<file path="src/rtl/bullet_pkg.sv">
// Shared types and constants for the tank-game projectile engine.
package bullet_pkg;

  typedef enum logic [2:0] {
    S_IDLE,
    S_LAUNCH,
    S_WAIT,
    S_STEP,
    S_CHECK,
    S_EVAL,
    S_BURST
  } state_t;

  localparam logic [1:0] MAP_OBSTRUCTION = 2'b10;
  localparam logic [7:0] WORLD_MAX       = 8'd127;

  // Indexed by heading; element 0 is N, element 7 is NW.
  localparam logic [7:0][7:0] DX_TBL = {
    8'hFF, 8'hFF, 8'hFF, 8'h00,
    8'h01, 8'h01, 8'h01, 8'h00
  };
  localparam logic [7:0][7:0] DY_TBL = {
    8'hFF, 8'h00, 8'h01, 8'h01,
    8'h01, 8'h00, 8'hFF, 8'hFF
  };

  function automatic logic [7:0] absdiff(
    input logic [7:0] a,
    input logic [7:0] b
  );
    return (a >= b) ? (a - b) : (b - a);
  endfunction

endpackage

</file>
<file path="src/rtl/bullet_step_timer.sv">
// Loadable down-counter with a done pulse while enabled at zero.
module bullet_step_timer #(
  parameter int W = 24
) (
  input  logic         clk,
  input  logic         rst,
  input  logic         i_load,
  input  logic [W-1:0] i_load_val,
  input  logic         i_en,
  output logic         o_done
);

  logic [W-1:0] r_cnt;

  always_ff @(posedge clk or posedge rst) begin
    if (rst) begin
      r_cnt <= '0;
    end else if (i_load) begin
      r_cnt <= i_load_val;
    end else if (i_en && (r_cnt != '0)) begin
      r_cnt <= r_cnt - 1'b1;
    end
  end

  assign o_done = i_en && (r_cnt == '0);

endmodule

</file>
<file path="src/rtl/bullet_engine.sv">
// Bullet launch/step/hit engine for the two-bot tank game.
// Wall collision via the map port is enabled by BULLET_WALL_CHECK_EN.
module bullet_engine
  import bullet_pkg::*;
#(
  parameter int STEP_DIV     = 750000,
  parameter int MAX_RANGE    = 64,
  parameter int BURST_CYCLES = 37500000
) (
  input  logic        clk,
  input  logic        reset,
  input  logic        fire,
  input  logic [7:0]  LocX_reg,
  input  logic [7:0]  LocY_reg,
  input  logic [7:0]  BotInfo_reg,
  input  logic [7:0]  OppX_reg,
  input  logic [7:0]  OppY_reg,
  output logic [13:0] map_addr,
  input  logic [1:0]  map_data,
  input  logic [11:0] pixel_row,
  input  logic [11:0] pixel_column,
  output logic        bullet,
  output logic        active,
  output logic        burst,
  output logic        hit,
  output logic [7:0]  hit_count
);

  // Timer is widened beyond 24 bits when the burst hold needs it.
  localparam int MAXC  = (STEP_DIV > BURST_CYCLES) ? STEP_DIV : BURST_CYCLES;
  localparam int TMR_W = ($clog2(MAXC) > 24) ? $clog2(MAXC) : 24;
  localparam int BLD   = (BURST_CYCLES > 0) ? BURST_CYCLES - 1 : 0;
  localparam logic [TMR_W-1:0] STEP_LD  = TMR_W'(STEP_DIV - 1);
  localparam logic [TMR_W-1:0] BURST_LD = TMR_W'(BLD);

  state_t r_state;
  state_t w_nxt;

  logic       r_fire_q;
  logic       r_arm;
  logic       r_rise;
  logic [6:0] r_bul_x;
  logic [6:0] r_bul_y;
  logic [2:0] r_hdg;
  logic [7:0] r_range;
  logic       r_bullet;
  logic       r_hit;
  logic [7:0] r_hit_cnt;

  logic [7:0] w_nx;
  logic [7:0] w_ny;
  logic       w_off;
  logic       w_hit;
  logic       w_wall;
  logic       w_rng_done;
  logic       w_active;
  logic       w_tmr_load;
  logic       w_tmr_en;
  logic       w_tmr_done;
  logic [TMR_W-1:0] w_tmr_val;
  logic       w_unused;

  bullet_step_timer #(.W(TMR_W)) u_timer (
    .clk        (clk),
    .rst        (reset),
    .i_load     (w_tmr_load),
    .i_load_val (w_tmr_val),
    .i_en       (w_tmr_en),
    .o_done     (w_tmr_done)
  );

  assign w_nx = {1'b0, r_bul_x} + DX_TBL[r_hdg];
  assign w_ny = {1'b0, r_bul_y} + DY_TBL[r_hdg];
  // 0-1 wraps to 255, so one compare covers both map edges.
  assign w_off = (w_nx > WORLD_MAX) || (w_ny > WORLD_MAX);

  assign w_hit =
    (absdiff({1'b0, r_bul_x}, OppX_reg) <= 8'd1) &&
    (absdiff({1'b0, r_bul_y}, OppY_reg) <= 8'd1);

  assign w_rng_done = (r_range == 8'(MAX_RANGE));

`ifdef BULLET_WALL_CHECK_EN
  logic [13:0] r_map_addr;
  assign w_wall   = (map_data == MAP_OBSTRUCTION);
  assign map_addr = r_map_addr;
  assign w_unused = &{1'b0, LocX_reg[7], LocY_reg[7],
                      BotInfo_reg[7:3], pixel_row[11:10],
                      pixel_row[2:0], pixel_column[11:10],
                      pixel_column[2:0]};
`else
  assign w_wall   = 1'b0;
  assign map_addr = '0;
  assign w_unused = &{1'b0, map_data, LocX_reg[7], LocY_reg[7],
                      BotInfo_reg[7:3], pixel_row[11:10],
                      pixel_row[2:0], pixel_column[11:10],
                      pixel_column[2:0]};
`endif

  assign w_active = (r_state == S_LAUNCH) || (r_state == S_WAIT) ||
                    (r_state == S_STEP) || (r_state == S_CHECK) ||
                    (r_state == S_EVAL);

  always_ff @(posedge clk or posedge reset) begin
    if (reset) begin
      r_state <= S_IDLE;
    end else begin
      r_state <= w_nxt;
    end
  end

  always_comb begin
    w_nxt      = r_state;
    w_tmr_load = 1'b0;
    w_tmr_val  = STEP_LD;
    w_tmr_en   = 1'b0;
    unique case (r_state)
      S_IDLE: begin
        if (r_rise) w_nxt = S_LAUNCH;
      end
      S_LAUNCH: begin
        w_nxt      = S_WAIT;
        w_tmr_load = 1'b1;
      end
      S_WAIT: begin
        w_tmr_en = 1'b1;
        if (w_tmr_done) w_nxt = S_STEP;
      end
      S_STEP: begin
        w_nxt = w_off ? S_IDLE : S_CHECK;
      end
      S_CHECK: begin
        w_nxt = S_EVAL;
      end
      S_EVAL: begin
        if (w_hit) begin
          w_nxt      = S_BURST;
          w_tmr_load = 1'b1;
          w_tmr_val  = BURST_LD;
        end else if (w_wall || w_rng_done) begin
          w_nxt = S_IDLE;
        end else begin
          w_nxt      = S_WAIT;
          w_tmr_load = 1'b1;
        end
      end
      S_BURST: begin
        w_tmr_en = 1'b1;
        if (w_tmr_done) w_nxt = S_IDLE;
      end
      default: w_nxt = S_IDLE;
    endcase
  end

  // r_arm masks the first sample after reset so a held fire is ignored.
  always_ff @(posedge clk or posedge reset) begin
    if (reset) begin
      r_fire_q  <= 1'b0;
      r_arm     <= 1'b0;
      r_rise    <= 1'b0;
      r_hit     <= 1'b0;
      r_hit_cnt <= '0;
      r_bullet  <= 1'b0;
    end else begin
      r_fire_q <= fire;
      r_arm    <= 1'b1;
      r_rise   <= fire & ~r_fire_q & r_arm;
      r_hit    <= (r_state == S_EVAL) && w_hit;
      if ((r_state == S_EVAL) && w_hit && (r_hit_cnt != 8'hFF))
        r_hit_cnt <= r_hit_cnt + 1'b1;
      r_bullet <= w_active &&
                  (pixel_column[9:3] == r_bul_x) &&
                  (pixel_row[9:3] == r_bul_y);
    end
  end

  always_ff @(posedge clk or posedge reset) begin
    if (reset) begin
      r_bul_x <= '0;
      r_bul_y <= '0;
      r_hdg   <= '0;
      r_range <= '0;
    end else if (r_state == S_LAUNCH) begin
      r_bul_x <= LocX_reg[6:0];
      r_bul_y <= LocY_reg[6:0];
      r_hdg   <= BotInfo_reg[2:0];
      r_range <= '0;
    end else if ((r_state == S_STEP) && !w_off) begin
      r_bul_x <= w_nx[6:0];
      r_bul_y <= w_ny[6:0];
      r_range <= r_range + 1'b1;
    end
  end

`ifdef BULLET_WALL_CHECK_EN
  always_ff @(posedge clk or posedge reset) begin
    if (reset) begin
      r_map_addr <= '0;
    end else if ((r_state == S_STEP) && !w_off) begin
      r_map_addr <= {w_ny[6:0], w_nx[6:0]};
    end
  end
`endif

  assign bullet    = r_bullet;
  assign active    = w_active;
  assign burst     = (r_state == S_BURST);
  assign hit       = r_hit;
  assign hit_count = r_hit_cnt;

endmodule

</file>
<file path="config.mk">
export PLATFORM = sky130hd
export DESIGN_NAME = bullet_engine
export DESIGN_NICKNAME = d
export VERILOG_FILES = /design/src/rtl/bullet_pkg.sv /design/src/rtl/bullet_step_timer.sv /design/src/rtl/bullet_engine.sv
export SDC_FILE = /design/constraint.sdc
export NUM_CORES = 1
export LEC_CHECK = 0
export CORE_MARGIN = 5
export CORE_UTILIZATION = 55
export DETAILED_ROUTE_END_ITERATION = 10
export DONT_BUFFER_PORTS = 1
export GPL_ROUTABILITY_DRIVEN = 0
export PLACE_DENSITY = 0.78
export SLEW_MARGIN = 20
export SYNTH_ARGS = -nofsm -noshare
export SYNTH_HDL_FRONTEND = slang
export SYNTH_HIERARCHICAL = 1
export SYNTH_SLANG_ARGS = --single-unit
</file>
<file path="constraint.sdc">
create_clock -name clk -period 3.45 [get_ports clk]
set_input_delay 1.035 -clock clk [delete_from_list [all_inputs] [get_ports clk]]
set_output_delay 1.035 -clock clk [all_outputs]
set_load 0.02 [all_outputs]
</file>
==> flow_summary.toml, run 1 <==
[drt]
ant_nets = 0
wl_um = 13700
wl_per_cell_um = 16.1
drc = 0
vias_per_cell = 5.90
firstDrtPassIters = 5
via_count = 5008
drt_iter0_drc = 297

[place]
dp_cells = 832
portBuffers = 0
dp_hpwl_um = 10400
post_dp_cell_area_um2 = 6230

[synth]
async_flop_share_pct = 100
synth_commonest_cells = "dfrtp_1, nand2_1, inv_1, a21oi_1, ha_1"
synth_edf_count = 0
ys_ff_latch = 67
yosysMostFrequentCell = "dfrtp_1"
synthDominantCellAreaShare_pct = 28.8
synth_adder_area_share_pct = 11.9
synth.area.top_cells = "dfrtp_1, ha_1, xnor2_1"
yosys.area.top_type = "dfrtp_1"
yosysWarnings = 6
yosys.area_share.simple_pct = 22.4
synth_cell_types = 81
netlist_instances = 675
syn-cell-area_um2 = 5820
synth.area.mux_share_pct = 2.71
synth_compound_gate_area_share_pct = 17.6
ys.flop_type = "dfrtp_1"
synthXorXnorAreaFrac_pct = 9.02
synth_seq_area_share_pct = 28.8
synth.avg_cell_area_um2 = 8.63
synth_top_family_by_area = "simple AND/OR/NAND/NOR gates"

[timing]
hold_viol_final = 0
max_freq_mhz = 305
rsz0062_at_grt = "no"
slew_headroom_pct = 37.5
fin_skew_ns = 0.0100
drv_slew = 0
finalCritPeriodShare_pct = 95.0
tightest_slew_ns = 0.932
hold_ws_ns = 0.413
period_needed_ns = 3.28
finalSetupViolations = 0

[floorplan]
die_h_um = 113
pin_count = 95
dieArea_um2 = 12700
floorplan.initialDensity_pct = 56.4
die-width_um = 113
row_count = 37
core_um2 = 10300

[setup_path]
cp_data_required_time_ns = 3.67
start_kind = "input pin"
crit_type = "input pin to register"
critical_path.max_fanout = 18
arrival_ns = 3.50
endpoint_kind = "register"

[clocking]
cts.sinks = 67
ctsHoldBuffers = 0
root_buffer = "clkbuf_8"
cts_tree = "done"
cts_buffer_depth = 2
clkTransAtPathRegs_ns = 0.07
htree_levels = 3
clock_latency_ns = 0.35
cts_buffers = 9

[grt]
grt_max_degree = 42
grt_usage_pct = 22.0
grt-ovfl-total = 0
use_met1_pct = 26.6
grt_pass1_wl_um = 23300
antenna_found_initial = 0
grtUsageMet3_pct = 4.22
use_met2_pct = 38.3
busiest_layer = "met2"
grt_pass1_vias = 5016

[worst_hold_path]
min_path_type = "register to register"

[pwr]
p_leak_nw = 2.84
ir_drop_mv = 0.165
power_density_nw_per_um2 = 332

[layout]
drive_above_1_share_pct = 14.4
fillers = 862
multiInputGateArea_um2 = 3910
stdcell_count = 849
finalCoreUtilization_pct = 62.8
area_growth_pct = 11.3
antenna_cells = 0
finish.instance_area_um2 = 6480
regArea_um2 = 1680
fin_nets = 829

[job]
cap_violations = 0

[status]
outcome = "finished clean"
==> layer usage <==
layer	wire (um)	vias to the layer above
li1	-	2428
met1	5720	2416
met2	6940	130
met3	618	34
met4	437	0
met5	0	-
==> cell families after synthesis <==
kind of cell    count (synthesis)
other cells                     2
xor+xnor                       60
fa+ha+maj                      52
simple gates                  240
buf+inv                        92
compound gates                148
mux                            14
flops                          67
==> timing repair <==
| item | in CTS | in global routing |
|---|---|---|
| setup endpoints to repair | 0 | 4 |
| buffers inserted | 0 | 1 |
| resized for setup | 0 | 9 |
==> flip-flops by register name, summed over array words and instances, names as in the netlist, 3 cells and up <==
signal / cells
r_hdg: 3
r_state: 3
hit_count: 8
u_timer/r_cnt: 26
r_bul_x: 7
r_bul_y: 7
r_range: 8
==> cell type report <==
cell class / instances / area share (%)
clock buffer: 10 / 1.97
sequential: 67 / 25.9
multi-input combinational: 542 / 60.3
clock inverter: 6 / 1.37
inverter: 54 / 3.51
tap: 136 / 2.63
timing repair buffer: 34 / 4.32
==> critical path, stage by stage <==
cell and delay [ns]:
inv_1 0.03, ha_1 0.42, a21oi_1 0.23, a21boi_1 0.10, o21ai_0 0.29, o311a_1 0.26, nor4_2 0.05, a41o_2 0.29
o21ai_4 0.08, nand2_2 0.08, buf_12 0.16, buf_12 0.14, o311ai_0 0.33
==> path summary, 6_finish.rpt <==
path,startpoint,end,slack (ns),depth (start not counted)
setup / recovery,OppY_reg[2],u_timer/r_cnt[24],0.17,13
hold / removal,r_fire_q,r_rise,0.41,1
setup reg to reg,r_bul_x[1],u_timer/r_cnt[24],0.30,13
hold reg to reg,r_fire_q,r_rise,0.41,1
max in group asynchronous,reset,r_bul_y[1],2.35,2
min in group asynchronous,reset,u_timer/r_cnt[10],0.66,1
==> layout by cell type, fill, tap and decap left out, drive strengths merged, types with 6 or more instances in the layout <==
| cell | netlist | layout |
|---|---|---|
| nor4 | 8 | 8 |
| mux2 | 11 | 11 |
| nand2b | 10 | 10 |
| a21o | 8 | 8 |
| nor2b | 10 | 10 |
| nor3 | 23 | 23 |
| nand4 | 21 | 21 |
| a21oi | 48 | 48 |
| or4 | 7 | 7 |
| inv | 53 | 53 |
| a211oi | 8 | 8 |
| conb | 2 | 28 |
| nor2 | 41 | 41 |
| xnor2 | 37 | 37 |
| dfrtp | 67 | 67 |
| o2111ai | 6 | 6 |
| a2111oi | 6 | 6 |
| nand3 | 21 | 21 |
| xor2 | 23 | 23 |
| clkbuf | 11 | 10 |
| ha | 46 | 46 |
| o21ai | 27 | 27 |
| buf | 27 | 34 |
| fa | 6 | 6 |
| nand2 | 63 | 63 |
| and3 | 7 | 7 |
==> stage by stage <==
step | setup WS [ns] | TNS [ns] | power [mW]
after detailed placement | -0.328 | -4.75 | 1.42
after CTS | 0.0622 | 0 | 2.15
after floorplan | -0.138 | -0.952 | 1.32
after global routing | 0.0176 | 0 | 2.26
final | 0.172 | 0 | 2.15
after global placement | -0.230 | -2.20 | 1.39
==> report_power, final <==
group	internal [mW]	leakage (nW)	switching, mW
Combinational	0.230	1.93	0.263
Sequential	0.847	0.805	0.0812
Clock	0.408	0.103	0.320
No activity file was read; power rests on OpenSTA's default activity.
==> run 2, diff against run 1 <==
==> constraint.sdc (replaced) <==
create_clock -name clk -period 3.45 [get_ports clk]
set_input_delay 1.035 -clock clk [delete_from_list [all_inputs] [get_ports clk]]
set_output_delay 1.035 -clock clk [all_outputs]
set_load 0.05 [all_outputs]
==> flow_summary.toml, run 2 (synthesis gave the netlist of run 1 again) <==
[timing]
tightest_slew_ns = 0.778
max_freq_mhz = 303
drv_slew = 0
tns_ns = 0
fin_skew_ns = 0.00774
slew_headroom_pct = 47.7
period_needed_ns = 3.30
finalSetupViolations = 0
rsz0062_at_grt = "no"
hold_viol_final = 0
finalCritPeriodShare_pct = 95.7
hold_ws_ns = 0.406

[setup_path]
endpoint_kind = "register"
critical_path.max_fanout = 14
cp_data_required_time_ns = 3.69
arrival_ns = 3.55
crit_type = "input pin to register"
start_kind = "input pin"

[layout]
drive_above_1_share_pct = 15.5
fillers = 822
multiInputGateArea_um2 = 3890
antenna_cells = 0
layout_commonest_cell = "dfrtp_1"
finish.instance_area_um2 = 6500
fin_nets = 840
finalCoreUtilization_pct = 62.9
regArea_um2 = 1680
area_growth_pct = 11.6
regMostFlops = "u_timer/r_cnt"
final_cell_mix = "dfrtp_1, nand2_1, inv_1"
largest_register_ffs = 26

[drt]
drt_iter0_drc = 307
vias_per_cell = 5.91
ant_nets = 0
drc = 0
wl_um = 13700
via_count = 5084
wl_per_cell_um = 15.9
firstDrtPassIters = 5

[grt]
grt_pass1_vias = 4944
antenna_found_initial = 0
grt_max_degree = 42
grt_pass1_wl_um = 23400
grt_usage_pct = 21.9
grt-ovfl-total = 0

[clocking]
cts_buffers = 9
clock_latency_ns = 0.35
cts_tree = "done"
ctsHoldBuffers = 0
cts.sinks = 67
htree_levels = 3
clkTransAtPathRegs_ns = 0.08
root_buffer = "clkbuf_8"
cts_buffer_depth = 2

[floorplan]
row_count = 37
die-width_um = 113
pin_count = 95
die_h_um = 113
dieArea_um2 = 12700
core_um2 = 10300
floorplan.initialDensity_pct = 56.4

[pwr]
switching_share_pct = 34.1
pwr-share-seq_pct = 45.7
switchingPower_mw = 0.691
power_density_nw_per_um2 = 312
total_power_mw = 2.03
pwr-share-clk_pct = 29.0
p_int_mw = 1.34
p_leak_nw = 2.87
power_frac_comb_pct = 25.4
ir_drop_mv = 0.168

[place]
dp_hpwl_um = 10500
post_dp_cell_area_um2 = 6320
portBuffers = 0

[job]
cap_violations = 0

[status]
outcome = "finished clean"

[worst_hold_path]
min_path_type = "register to register"
run 2: cell types whose count changed in the layout (fill, tap and decap cells not counted), sizes merged:
cell / before / now
buf: 34 / 45
bufinv: 2 / 0
clkbuf: 10 / 9
clkinv: 3 / 5
inv: 53 / 54
run 2: cell type report:
type | instances | area share, %
inverter | 54 | 3.50
multi-input combinational | 542 | 59.9
tap | 136 | 2.62
clock buffer | 9 | 1.91
sequential | 67 | 25.8
clock inverter | 7 | 0.674
timing repair buffer | 45 | 5.58
run 2: layer usage:
layer  track usage, %  up-vias  share of wire [%]
met2             37.2      131                 50
met4             8.09        0                2.4
met3             4.33       29                4.1
met5                0        -                  0
li1                 -     2465                  -
met1             27.6     2459                 43
run 2: worst max-delay path, stage by stage:
cell	delay, ns
inv_1	0.02
ha_1	0.21
fa_1	0.40
xor2_1	0.17
o2111ai_1	0.12
a2111oi_1	0.46
a41o_2	0.35
o21ai_4	0.08
nand2_2	0.08
buf_12	0.13
clkinv_8	0.08
nand2_1	0.08
a31oi_1	0.04
a221o_1	0.28
run 2: stage by stage:
stage | setup WS, ns | cells
after floorplan | -0.138 | 701
after global placement | -0.198 | 844
after detailed placement | -0.286 | 844
after CTS | 0.0978 | 860
after global routing | 0.0281 | 860
final | 0.148 | 860
run 2: worst paths after layout:
check / startpoint / end / slack [ns] / depth (start not counted)
worst max-delay path: OppY_reg[0] / u_timer/r_cnt[13] / 0.15 / 14
worst min-delay path: r_fire_q / r_rise / 0.41 / 1
worst max register to register: r_bul_x[1] / u_timer/r_cnt[19] / 0.28 / 15
worst min register to register: r_fire_q / r_rise / 0.41 / 1
max in group asynchronous: reset / r_range[4] / 2.37 / 2
min in group asynchronous: reset / u_timer/r_cnt[20] / 0.61 / 1
run 2: timing repair:
item	in CTS	in global routing
resized for setup	0	4
endpoints found under the setup margin	0	3
hold endpoints to repair	0	0
setup buffers	0	0
run 2: power groups by stage:
stage	Combinational [mW]	Sequential, mW	Clock, mW
6_report	0.515	0.927	0.588
5_1_grt	0.575	0.935	0.635
4_1_cts	0.513	0.926	0.595
3_3_place_gp	0.485	0.936	0
3_5_place_dp	0.509	0.942	0
2_1_floorplan	0.421	0.922	0
==> run 3, diff against run 2 <==
--- a/config.mk
+++ b/config.mk
@@ -7,6 +7,7 @@
 export LEC_CHECK = 0
 export CORE_MARGIN = 5
 export CORE_UTILIZATION = 55
+export CTS_BUF_LIST = sky130_fd_sc_hd__clkbuf_8 sky130_fd_sc_hd__clkbuf_16
 export DETAILED_ROUTE_END_ITERATION = 10
 export DONT_BUFFER_PORTS = 1
 export GPL_ROUTABILITY_DRIVEN = 0
==> constraint.sdc (replaced) <==
create_clock -name clk -period 3 [get_ports clk]
set_input_delay 0.9 -clock clk [delete_from_list [all_inputs] [get_ports clk]]
set_output_delay 0.9 -clock clk [all_outputs]
set_load 0.05 [all_outputs]
==> flow_summary.toml, run 3 (synthesis gave the netlist of run 1 again) <==
[status]
outcome = "finished with violations"
violations = "setup timing"

[clocking]
htree_levels = 3
clkTransAtPathRegs_ns = 0.07
cts_buffers = 9
cts_buffer_depth = 2
cts.sinks = 67
cts_tree = "done"
clock_latency_ns = 0.36
root_buffer = "clkbuf_8"
ctsHoldBuffers = 0

[floorplan]
row_count = 37
dieArea_um2 = 12700
pin_count = 95
die_h_um = 113
floorplan.initialDensity_pct = 56.4
die-width_um = 113
core_um2 = 10300

[timing]
finalSetupViolations = 15
fin_ws_ns = -0.0756
rsz0062_at_grt = "yes"
slew_headroom_pct = 48.3
tightest_slew_ns = 0.776
max_freq_mhz = 325
hold_viol_final = 0
drv_slew = 0
period_needed_ns = 3.08
fin_skew_ns = 0.0141
finalCritPeriodShare_pct = 103

[setup_path]
path_buf_inv = 4
slowest_delay_ns = 0.42
crit_type = "input pin to register"
crit_family = "simple AND/OR/NAND/NOR gates"
cp_data_required_time_ns = 3.24
crit_path_top_delay_cell = "or4_1"
path_cells = "inv_12 > ha_4 > inv_2 > fa_2 > a211oi_2 > nor2_1 > or4_1 > o2111ai_2 > nor3_2 > and3_4 > o21ai_4 > nand2_2 > buf_12 > buf_6 > a221o_1"
start_kind = "input pin"
endpoint_kind = "register"
critical_path.max_fanout = 11
arrival_ns = 3.31

[pwr]
p_int_mw = 1.60
pwr-share-seq_pct = 44.0
power_frac_comb_pct = 27.3
power_density_nw_per_um2 = 351
p_leak_nw = 3.04
switching_share_pct = 33.7
ir_drop_mv = 0.249
switchingPower_mw = 0.816
pwr-share-clk_pct = 28.7

[layout]
final_cell_mix = "dfrtp_1, buf_4, nand2_1"
regMostFlops = "u_timer/r_cnt"
drive_above_1_share_pct = 21.4
layout_commonest_cell = "dfrtp_1"
area_growth_pct = 18.2
fin_nets = 867
largest_register_ffs = 26
antenna_cells = 0
stdcell_count = 887

[drt]
wl_um = 14600
via_count = 5256
drt_iter0_drc = 261
firstDrtPassIters = 4
wl_per_cell_um = 16.5
vias_per_cell = 5.93
ant_nets = 0
drc = 0

[place]
portBuffers = 0
dp_hpwl_um = 10900
dp_cells = 866
pre_cts_ws_ns = -0.589

[grt]
grt-ovfl-total = 0
grt_usage_pct = 22.9
grt_pass1_vias = 5179
grt_pass1_wl_um = 24300
antenna_found_initial = 0
grt_max_degree = 42

[worst_hold_path]
min_path_type = "register to register"

[job]
cap_violations = 0
==> run 3: final timing paths <==
kind | start | to | slack (ns) | cells past startpoint
setup / recovery | OppX_reg[0] | u_timer/r_cnt[13] | -0.08 | 15
hold / removal | r_fire_q | r_rise | 0.39 | 1
setup reg to reg | r_bul_y[0] | u_timer/r_cnt[13] | -0.04 | 16
hold reg to reg | r_fire_q | r_rise | 0.39 | 1
max in group asynchronous | reset | bullet | 2.07 | 2
min in group asynchronous | reset | u_timer/r_cnt[15] | 0.50 | 2
==> run 3: stage by stage <==
stage	utilization [%]	power (mW)	TNS [ns]	area [um2]	hold WS, ns
floorplan	-	1.55	-8.98	6070	0.377
global placement	63.1	1.66	-10.80	6510	0.390
detailed placement	63.1	1.70	-14.25	6510	0.386
CTS	65.4	2.41	-0.158	6750	0.395
global route	66.7	2.56	-2.37	6880	0.404
finish	66.7	2.42	-0.431	6880	0.395
==> run 3: layout make-up <==
cell class	count	area, um2
Timing Repair Buffer	71	567
Tap cell	136	170
Sequential cell	67	1680
Inverter	54	228
Clock buffer	10	138
Multi-Input combinational cell	542	4060
Timing Repair inverter	1	8.76
Clock inverter	6	40.0
Fill cell	814	3440
==> run 3: power groups by stage <==
stage | logic (mW) | clock network (mW) | registers [mW]
2_1_floorplan | 0.486 | 0 | 1.06
3_3_place_gp | 0.590 | 0 | 1.07
3_5_place_dp | 0.621 | 0 | 1.08
4_1_cts | 0.642 | 0.710 | 1.06
5_1_grt | 0.732 | 0.755 | 1.08
6_report | 0.660 | 0.695 | 1.06
==> run 3: worst reg2reg max path, stage by stage (launching register included) <==
cell and delay, ns:
dfrtp_1 0.43, inv_2 0.07, ha_4 0.16, fa_2 0.34
nand2b_4 0.16, a21oi_4 0.21, o221ai_2 0.13, a211o_1 0.30
nor4_2 0.18, a41o_2 0.20, o21ai_4 0.07, nand2_2 0.08
buf_12 0.15, clkinv_8 0.08, nand2_2 0.05, a31oi_1 0.04
a221o_1 0.28
==> run 3: metal layers <==
layer	track usage (%)	vias up	wire, um	part of all wire (%)
met5	0	-	0	0
met4	7.77	0	378	2.6
met3	4.17	38	711	4.9
met2	40.6	167	7610	52
met1	28.0	2535	5910	40
li1	-	2516	-	-
==> run 3: what timing repair did <==
| action | 4_1_cts | 5_1_grt |
|---|---|---|
| resized for setup | 14 | 22 |
| setup buffers | 1 | 3 |
| endpoints found under the setup margin | 22 | 54 |
| cloned | 1 | 1 |
| pin swaps | 4 | 6 |
